$ cat config.mk
export PLATFORM = sky130hd
export DESIGN_NAME = rvga_cword_queue
export DESIGN_NICKNAME = d
export VERILOG_FILES = /design/src/rtl/rvga_types.sv /design/src/rtl/rvga_fwd_match.sv /design/src/rtl/rvga_cword_queue.sv
export SDC_FILE = /design/constraint.sdc
export NUM_CORES = 2
export LEC_CHECK = 0
export CAP_MARGIN = 20
export CORE_ASPECT_RATIO = 0.75
export CORE_MARGIN = 2
export CORE_UTILIZATION = 37
export CTS_CLUSTER_SIZE = 25
export DETAILED_ROUTE_END_ITERATION = 7
export GPL_TIMING_DRIVEN = 0
export RECOVER_POWER = 100
export REMOVE_ABC_BUFFERS = 1
export SLEW_MARGIN = 20
export SYNTH_ARGS = -nofsm -noshare
export SYNTH_HDL_FRONTEND = slang
export SYNTH_SLANG_ARGS = --single-unit
$ cat constraint.sdc
create_clock -name clk_i -period 19.1 [get_ports clk_i]
set_input_delay 1.91 -clock clk_i [delete_from_list [all_inputs] [get_ports clk_i]]
set_output_delay 1.91 -clock clk_i [all_outputs]
set_load 0.01 [all_outputs]
$ cat src/rtl/rvga_types.sv
`default_nettype none
// +------------------------------------------------------------------------+
// | rvga_types : shared rvga register/word types and forwarding entry      |
// | Rev 1.0                                                                |
// +------------------------------------------------------------------------+
package rvga_types;

  typedef logic [4:0]  rvga_reg;
  typedef logic [31:0] rvga_word;

  typedef struct packed {
    logic     v;
    rvga_reg  rd;
    logic     rd_w_v;
    logic     rd_data_v;
    rvga_word rd_data;
  } rvga_fwd_entry;

endpackage
`default_nettype wire

$ cat src/rtl/rvga_fwd_match.sv
`default_nettype none
// +------------------------------------------------------------------------+
// | rvga_fwd_match : youngest-match forwarding search over queue entries   |
// | Rev 1.0                                                                |
// +------------------------------------------------------------------------+
module rvga_fwd_match
  import rvga_types::*;
#(
  parameter int  DEPTH = 4,
  localparam int PTR_W = (DEPTH > 1) ? $clog2(DEPTH) : 1
) (
  input  rvga_fwd_entry    entries_i [DEPTH],
  input  logic [PTR_W-1:0] rd_ptr_i,
  input  rvga_reg          rs_i,
  output logic             hit_o,
  output logic             data_v_o,
  output rvga_word         data_o
);

  logic [PTR_W:0]   sum;
  logic [PTR_W-1:0] idx;

  // Walk oldest to youngest; a later match overwrites, so the youngest wins.
  always_comb begin
    hit_o    = 1'b0;
    data_v_o = 1'b0;
    data_o   = '0;
    sum      = '0;
    idx      = '0;
    for (int i = 0; i < DEPTH; i++) begin
      sum = {1'b0, rd_ptr_i} + (PTR_W+1)'(i);
      if (sum >= (PTR_W+1)'(DEPTH)) begin
        sum = sum - (PTR_W+1)'(DEPTH);
      end
      idx = sum[PTR_W-1:0];
      if (entries_i[idx].v && entries_i[idx].rd_w_v &&
          (entries_i[idx].rd == rs_i) && (rs_i != '0)) begin
        hit_o    = 1'b1;
        data_v_o = entries_i[idx].rd_data_v;
        data_o   = entries_i[idx].rd_data;
      end
    end
  end

endmodule
`default_nettype wire

$ cat src/rtl/rvga_cword_queue.sv
`default_nettype none
// +------------------------------------------------------------------------+
// | rvga_cword_queue : ready/valid control-word queue with flush and       |
// |                    youngest-match register forwarding lookups          |
// | Rev 1.0                                                                |
// +------------------------------------------------------------------------+
module rvga_cword_queue
  import rvga_types::*;
#(
  parameter int  WIDTH   = 256,
  parameter int  DEPTH   = 4,
  parameter int  NUM_LKP = 2,
  localparam int PTR_W   = (DEPTH > 1) ? $clog2(DEPTH) : 1,
  localparam int CNT_W   = $clog2(DEPTH + 1)
) (
  input  logic                 clk_i,
  input  logic                 reset_i,
  input  logic                 flush_i,
  input  logic                 enq_v_i,
  output logic                 enq_ready_o,
  input  logic [WIDTH-1:0]     enq_cword_i,
  input  logic [4:0]           enq_rd_i,
  input  logic                 enq_rd_w_v_i,
  input  logic                 enq_rd_data_v_i,
  input  logic [31:0]          enq_rd_data_i,
  output logic                 deq_v_o,
  input  logic                 deq_ready_i,
  output logic [WIDTH-1:0]     deq_cword_o,
  output logic [31:0]          deq_rd_data_o,
  output logic [CNT_W-1:0]     count_o,
  input  logic [NUM_LKP*5-1:0] lkp_rs_i,
  output logic [NUM_LKP-1:0]   lkp_hit_o,
  output logic [NUM_LKP-1:0]   lkp_data_v_o,
  output logic [NUM_LKP*32-1:0] lkp_data_o
);

  logic [PTR_W-1:0] wr_ptr_q, wr_ptr_d;
  logic [PTR_W-1:0] rd_ptr_q, rd_ptr_d;
  logic [CNT_W-1:0] count_q, count_d;
  rvga_fwd_entry    entries_q [DEPTH];
  rvga_fwd_entry    entries_d [DEPTH];
  logic [WIDTH-1:0] payload_q [DEPTH];
  logic [WIDTH-1:0] payload_d [DEPTH];

  logic enq_fire;
  logic deq_fire;

  assign deq_v_o     = (count_q != '0);
  assign enq_ready_o = (count_q != CNT_W'(DEPTH));
  assign count_o     = count_q;
  assign enq_fire    = enq_v_i & enq_ready_o;
  assign deq_fire    = deq_v_o & deq_ready_i;

  assign deq_cword_o   = deq_v_o ? payload_q[rd_ptr_q] : '0;
  assign deq_rd_data_o = deq_v_o ? entries_q[rd_ptr_q].rd_data : '0;

  always_comb begin
    wr_ptr_d  = wr_ptr_q;
    rd_ptr_d  = rd_ptr_q;
    count_d   = count_q;
    entries_d = entries_q;
    payload_d = payload_q;
    if (flush_i) begin
      wr_ptr_d = '0;
      rd_ptr_d = '0;
      count_d  = '0;
      for (int i = 0; i < DEPTH; i++) begin
        entries_d[i].v = 1'b0;
      end
    end else begin
      // When both fire the queue is neither empty nor full, so wr_ptr != rd_ptr.
      if (enq_fire) begin
        entries_d[wr_ptr_q] = '{v: 1'b1, rd: enq_rd_i, rd_w_v: enq_rd_w_v_i,
                                rd_data_v: enq_rd_data_v_i, rd_data: enq_rd_data_i};
        payload_d[wr_ptr_q] = enq_cword_i;
        wr_ptr_d = (wr_ptr_q == PTR_W'(DEPTH - 1)) ? '0 : wr_ptr_q + PTR_W'(1);
      end
      if (deq_fire) begin
        entries_d[rd_ptr_q].v = 1'b0;
        rd_ptr_d = (rd_ptr_q == PTR_W'(DEPTH - 1)) ? '0 : rd_ptr_q + PTR_W'(1);
      end
      if (enq_fire && !deq_fire) begin
        count_d = count_q + CNT_W'(1);
      end else if (!enq_fire && deq_fire) begin
        count_d = count_q - CNT_W'(1);
      end
    end
  end

  always_ff @(posedge clk_i or posedge reset_i) begin
    if (reset_i) begin
      wr_ptr_q  <= '0;
      rd_ptr_q  <= '0;
      count_q   <= '0;
      entries_q <= '{default: '0};
    end else begin
      wr_ptr_q  <= wr_ptr_d;
      rd_ptr_q  <= rd_ptr_d;
      count_q   <= count_d;
      entries_q <= entries_d;
    end
  end

  // Payload is only observed behind a valid entry, so it needs no reset.
  always_ff @(posedge clk_i) begin
    payload_q <= payload_d;
  end

  for (genvar k = 0; k < NUM_LKP; k++) begin : g_lkp
    rvga_fwd_match #(
      .DEPTH (DEPTH)
    ) u_match (
      .entries_i (entries_q),
      .rd_ptr_i  (rd_ptr_q),
      .rs_i      (lkp_rs_i[5*k +: 5]),
      .hit_o     (lkp_hit_o[k]),
      .data_v_o  (lkp_data_v_o[k]),
      .data_o    (lkp_data_o[32*k +: 32])
    );
  end

endmodule
`default_nettype wire

# After elaboration in Yosys (flattened, before gate mapping)
# Cells that the tools add are included.
[classes]
div_mod_pow = 0
n_mul = 0
addsub = 11
n_eq_ne = 11
n_mux = 73
shifts = 0
n_lt_le_gt_ge = 12
reduce_logical = 33
bitwise = 9
[ops]
columns = ["cell", "n"]
rows = [
  ["bitwise mux 1024 bit", 1],
  ["two-way mux 256 bit", 4],
  ["binary-select mux 256 bit (select 2 bit)", 1],
  ["demux 256 bit (select 2 bit)", 1],
  ["two-way mux 160 bit", 3],
  ["binary-select mux 40 bit (select 2 bit)", 5],
  ["two-way mux 40 bit", 10],
  ["two-way mux 32 bit", 11],
  ["bitwise mux 160 bit", 2],
  ["demux 40 bit (select 2 bit)", 2],
  ["equality test 5 bit", 8],
  [">= comparator 3 bit (second input constant)", 9],
  ["logical AND 1 bit", 24],
  ["two-way mux 1 bit", 20],
  ["two-way mux 2 bit", 10],
  ["NOT 2 -> 3 bit", 6],
  ["nonzero test 5 bit", 2],
  ["two-way mux 3 bit", 3],
  ["subtractor 2 x 1 -> 2 bit (second input constant)", 4],
  ["adder 2 x 2 -> 3 bit (second input constant)", 2],
  ["< comparator 3 x 1 -> 1 bit (second input constant)", 2],
  ["nonzero test 3 bit", 2],
  ["adder 2 x 1 -> 2 bit (second input constant)", 2],
  ["equality test 2 bit (second input constant)", 2],
  ["10 further kinds", 13],
]
[word_totals]
wordCells = 176
rom_bits = 0
out_inout_bits = 361
reg_bits = 1191
ram_bits = 0
in_bits = 310
latch_bits = 0
memories = 0

# Depth between registers and ports, before layout
[depth]
word_depth = 13
mapped_depth = 15
ltp_nobuf = 9

# By module
# Synthesis repeated with hierarchy kept, for this count alone.
[hier_totals]
hier_cells = 3522
hier_area_um2 = 56920.8
[modules_own_cells]
columns = ["mod", "area_per_inst_um2", "cells_each", "seq_area_each_um2", "instances"]
rows = [
  ["rvga_cword_queue", 46293.1, 2108, 34928.5, 1],
  ["rvga_fwd_match", 5313.8, 707, 0.0, 2],
]

# Worst setup path before layout
# No wires, ideal clock.
[synth_path]
kind = "input-to-reg"
startpoint = "input port enq_v_i"
endpoint = "register payload_q[0] (netlist name), enable pin"
path_slack_ns = 11.020
t_arrival_ns = 7.474
setup_ns = 0.606
stages = 5
cell_sequence = "nand2_1 nor2_1 nand2_1 clkbuf_1 inv_1"
[synth_via]
elab_chain_len = 2
[synth_rtl]
columns = ["item", "line", "rtl"]
rows = [
  ["from (decl)", "rvga_cword_queue.sv:19", "input logic enq_v_i,"],
  ["AND 1 bit", "rvga_cword_queue.sv:51", "assign enq_fire = enq_v_i & enq_ready_o;"],
  ["AND reduction 2 bit (no source line)", "n/a", ""],
  ["to (signal assigned)", "rvga_cword_queue.sv:106", "payload_q <= payload_d;"],
  ["to (decl)", "rvga_cword_queue.sv:42", "logic [WIDTH-1:0] payload_q [DEPTH];"],
]
# Every way passes these cells.
# A chain may end at the register's enable or synchronous reset.

# Final worst setup path
[layout_path]
startpoint = "input port flush_i"
endpoint = "register payload_q[242] (netlist name), enable pin"
[layout_via]
elab_chain_len = 2
[layout_rtl]
columns = ["item", "line", "rtl"]
rows = [
  ["from (decl)", "rvga_cword_queue.sv:18", "input logic flush_i,"],
  ["NOT 1 bit (no source line)", "n/a", ""],
  ["AND reduction 2 bit (no source line)", "n/a", ""],
]
# Every way passes these cells.

==> impl_metrics.yaml <==
final_layout:
  drive_gt1_share_pct: 23.9
  layout-area-overhead-vs-synth_pct: 24.9
  design_area_sq_um: 64500
  fin_nets: 3644
  fin_cells: 5298
  n_fill_cell: 11700
die:
  core_area_sq_um: 138000
  die_area_sq_um: 143000
  ioPinCount: 671
  num_rows: 118
  die_h_um: 327
  die_w_um: 435
  initial_core_util_pct: 37.3
pwr:
  p_per_area_nw_per_um2: 133
  finalPower_mw: 8.58
  power.leakage_nw: 21.1
  ir_drop_mv: 0.143
critical_path:
  worstSetupEndpointType: "flop"
  crit_family: "buffers and inverters"
  r2r-end: "payload_q[242]$_DFFE_PP_"
  startpoint_type: "input port"
  worst_path_max_delay_cell: "clkbuf_1"
  crit_cells: 6
  crit_end: "payload_q[242]$_DFFE_PP_"
  critPathLaunch: "flush_i"
  path_max_fanout: 84
  rr_worst_depth: 8
  rrSetupSlack_ns: 7.89
  cp.required_ns: 19.29
  crit_buf_inv: 4
  crit_top_cell: "clkbuf_1"
  criticalPathCategory: "input port to flop"
  cp_slowest_stage_delay_ns: 3.97
  rr_startpoint: "count_o[0]$_DFFE_PP0P_"
  crit_arrival_ns: 12.61
  cp_cell_sequence: "dlygate4sd3_1 > nor2_1 > nand2_1 > clkinvlp_2 > clkbuf_1 > clkbuf_1"
yosys:
  synth-main-ff-cell: "edfxtp_1"
  synth_top_family_by_area: "multiplexers"
  synth_edf_count: 1024
  synthAdderAreaFrac_pct: 0.233
  muxShareOfSynthArea_pct: 22.6
  synth.most_common_cell: "edfxtp_1"
  synthSimpleGateAreaFrac_pct: 5.21
  async_reset_ff_share_pct: 14.0
  synth_xor_area_share_pct: 0.730
  syn_area_sq_um: 51600
  synth_seq_cells: 1191
  seq_area_frac_synth_pct: 67.7
  yosysUniqueCellTypes: 50
  synth_common_cells: "edfxtp_1, mux4_2, and2_1"
  synth_cells: 2647
  yosysTopAreaCellShare_pct: 59.6
  yosys_warnings: 0
  yosys-top-cells-area: "edfxtp_1, mux4_2, dfrtp_1"
  yosys.area.top_type: "edfxtp_1"
  avgSynthCellArea_sq_um: 19.5
  synth_compound_area_share_pct: 1.77
place:
  place.gp.congestion: 0.774
  dp.cells: 5064
  dp_slack_ns: 11.32
  io_buffers: 670
  postPlaceCellArea_sq_um: 61500
  hpwl_um: 85900
detailed_routing:
  drc: 0
  routed_wirelength_um: 133000
  ant_nets: 0
  firstDrtPassIters: 5
  wl_per_cell_um: 25.2
  drtIter0Drc: 1920
  routed_via_density: 5.23
  vias: 27700
global_route:
  antenna_found_initial: 81
  grt_use_met3_pct: 5.65
  overflow: 0
  use_met2_pct: 30.5
  grt_pass1_wl_um: 197000
  grt_pass1_vias: 28500
  grt_usage_pct: 18.4
  grt_max_degree: 91
  grt_busiest_layer: "met2"
  grtUsageMet1_pct: 23.5
cts:
  insertion_delay_ns: 0.74
  clk_pin_slew_ns: 0.06
  holdBufCountCts: 0
  numCtsBuffers: 119
  cts_max_path_buffers: 3
  cts_tree: "done"
  clock_sink_count: 1191
  cts-resized-gates: 0
  post_cts_buffers: 0
  clockRootBuffer: "clkbuf_16"
  cts_htree_levels: 3
sta:
  slew_headroom_pct: -263
  max_freq_mhz: 80.5
  rsz0062_at_grt: "false"
  final_max_slew_viol_count: 1557
  tightest_slew_ns: 5.45
  finalClockSkew_ns: 0.0485
  period_minus_slack_ns: 12.42
  hold_viol_final: 0
  finalWorstSetupSlack_ns: 6.68
  whs_ns: 0.510
  min_period_over_period_pct: 65.0
  setup_viol_count_final: 0
min_path:
  min-delay-path-class: "flop to flop"
outcome:
  failed_checks: "capacitance limit, slew limit"
  status: "finished with violations"
flow_run:
  maxCapViolCount: 31
-- final cells by class --
type / count / area [sq um] / share of cell area (%)
Sequential cell: 1191 / 34900 / 54.2
Clock inverter: 59 / 440 / 0.683
Inverter: 12 / 51.3 / 0.0796
Multi-Input combinational cell: 1253 / 15800 / 24.5
Antenna cell: 21 / 52.6 / 0.0815
Timing Repair Buffer: 748 / 7720 / 12.0
Clock buffer: 154 / 3180 / 4.93
Tap cell: 1860 / 2330 / 3.61
-- power by group --
group | switching (mW) | total [mW] | internal [mW]
Clock | 0.999 | 2.21 | 1.21
Combinational | 1.44 | 3.07 | 1.63
Sequential | 0.199 | 3.31 | 3.11
Total | 2.64 | 8.58 | 5.94
-- cell usage in the layout, fill, tap and decap left out, drive strengths merged, types with 2 or more instances in the layout --
cell / instances
nor4: 5
ha: 8
nand3b: 3
dfrtp: 167
a211oi: 10
clkbuf: 180
mux4: 412
edfxtp: 1024
clkdlybuf4s50: 184
or2: 2
o31ai: 2
nor2b: 2
xnor2: 31
nand3: 14
buf: 52
xor2: 12
clkinv: 51
nand4: 7
diode: 21
a21oi: 8
nor3: 7
mux2: 156
dlygate4sd3: 486
clkinvlp: 8
mux2i: 61
a31oi: 2
o211ai: 15
nor2: 16
or4: 2
or3: 5
nand2: 128
inv: 9
a221oi: 2
bufinv: 3
and2: 290
o221ai: 46
-- through the flow --
stage          util (%)  TNS [ns]
2_1_floorplan         -   -574.47
3_3_place_gp       43.2  -3391.72
3_5_place_dp       44.5         0
4_1_cts            47.1         0
5_1_grt            46.6         0
6_report           46.7         0
-- flip-flops by register name (all words and copies together), names as in the netlist --
signal     flops
count_o        3
wr_ptr_q       2
rd_ptr_q       2
entries_q    160
payload_q   1024
-- worst min-delay path by stage --
stage / start / endpoint / depth (start not counted)
2_1_floorplan: entries_q[113]$_DFFE_PP0P_ / entries_q[113]$_DFFE_PP0P_ / 1
3_3_place_gp: entries_q[33]$_DFFE_PP0P_ / entries_q[33]$_DFFE_PP0P_ / 1
3_5_place_dp: entries_q[33]$_DFFE_PP0P_ / entries_q[33]$_DFFE_PP0P_ / 1
4_1_cts: entries_q[33]$_DFFE_PP0P_ / entries_q[33]$_DFFE_PP0P_ / 1
5_1_grt: entries_q[153]$_DFFE_PP0P_ / entries_q[153]$_DFFE_PP0P_ / 1
6_report: entries_q[33]$_DFFE_PP0P_ / entries_q[33]$_DFFE_PP0P_ / 1
-- logic make-up (layout without fill, tap and decap cells) --
kind of cell / Yosys count / after routing
other: 0 / 21
AO/OA/AOI/OAI: 90 / 90
multiplexers: 629 / 629
AND/OR/NAND/NOR: 482 / 482
flip-flops: 1191 / 1191
XOR/XNOR: 43 / 43
adder cells (fa/ha/maj): 9 / 9
buffers and inverters: 203 / 973
-- routing by layer --
metal,part of all wire (%),vias up
li1,-,12100
met1,41,14500
met2,50,738
met3,6.7,299
met4,2.7,50
met5,0.24,-
Power figures use the tool's default switching activity.
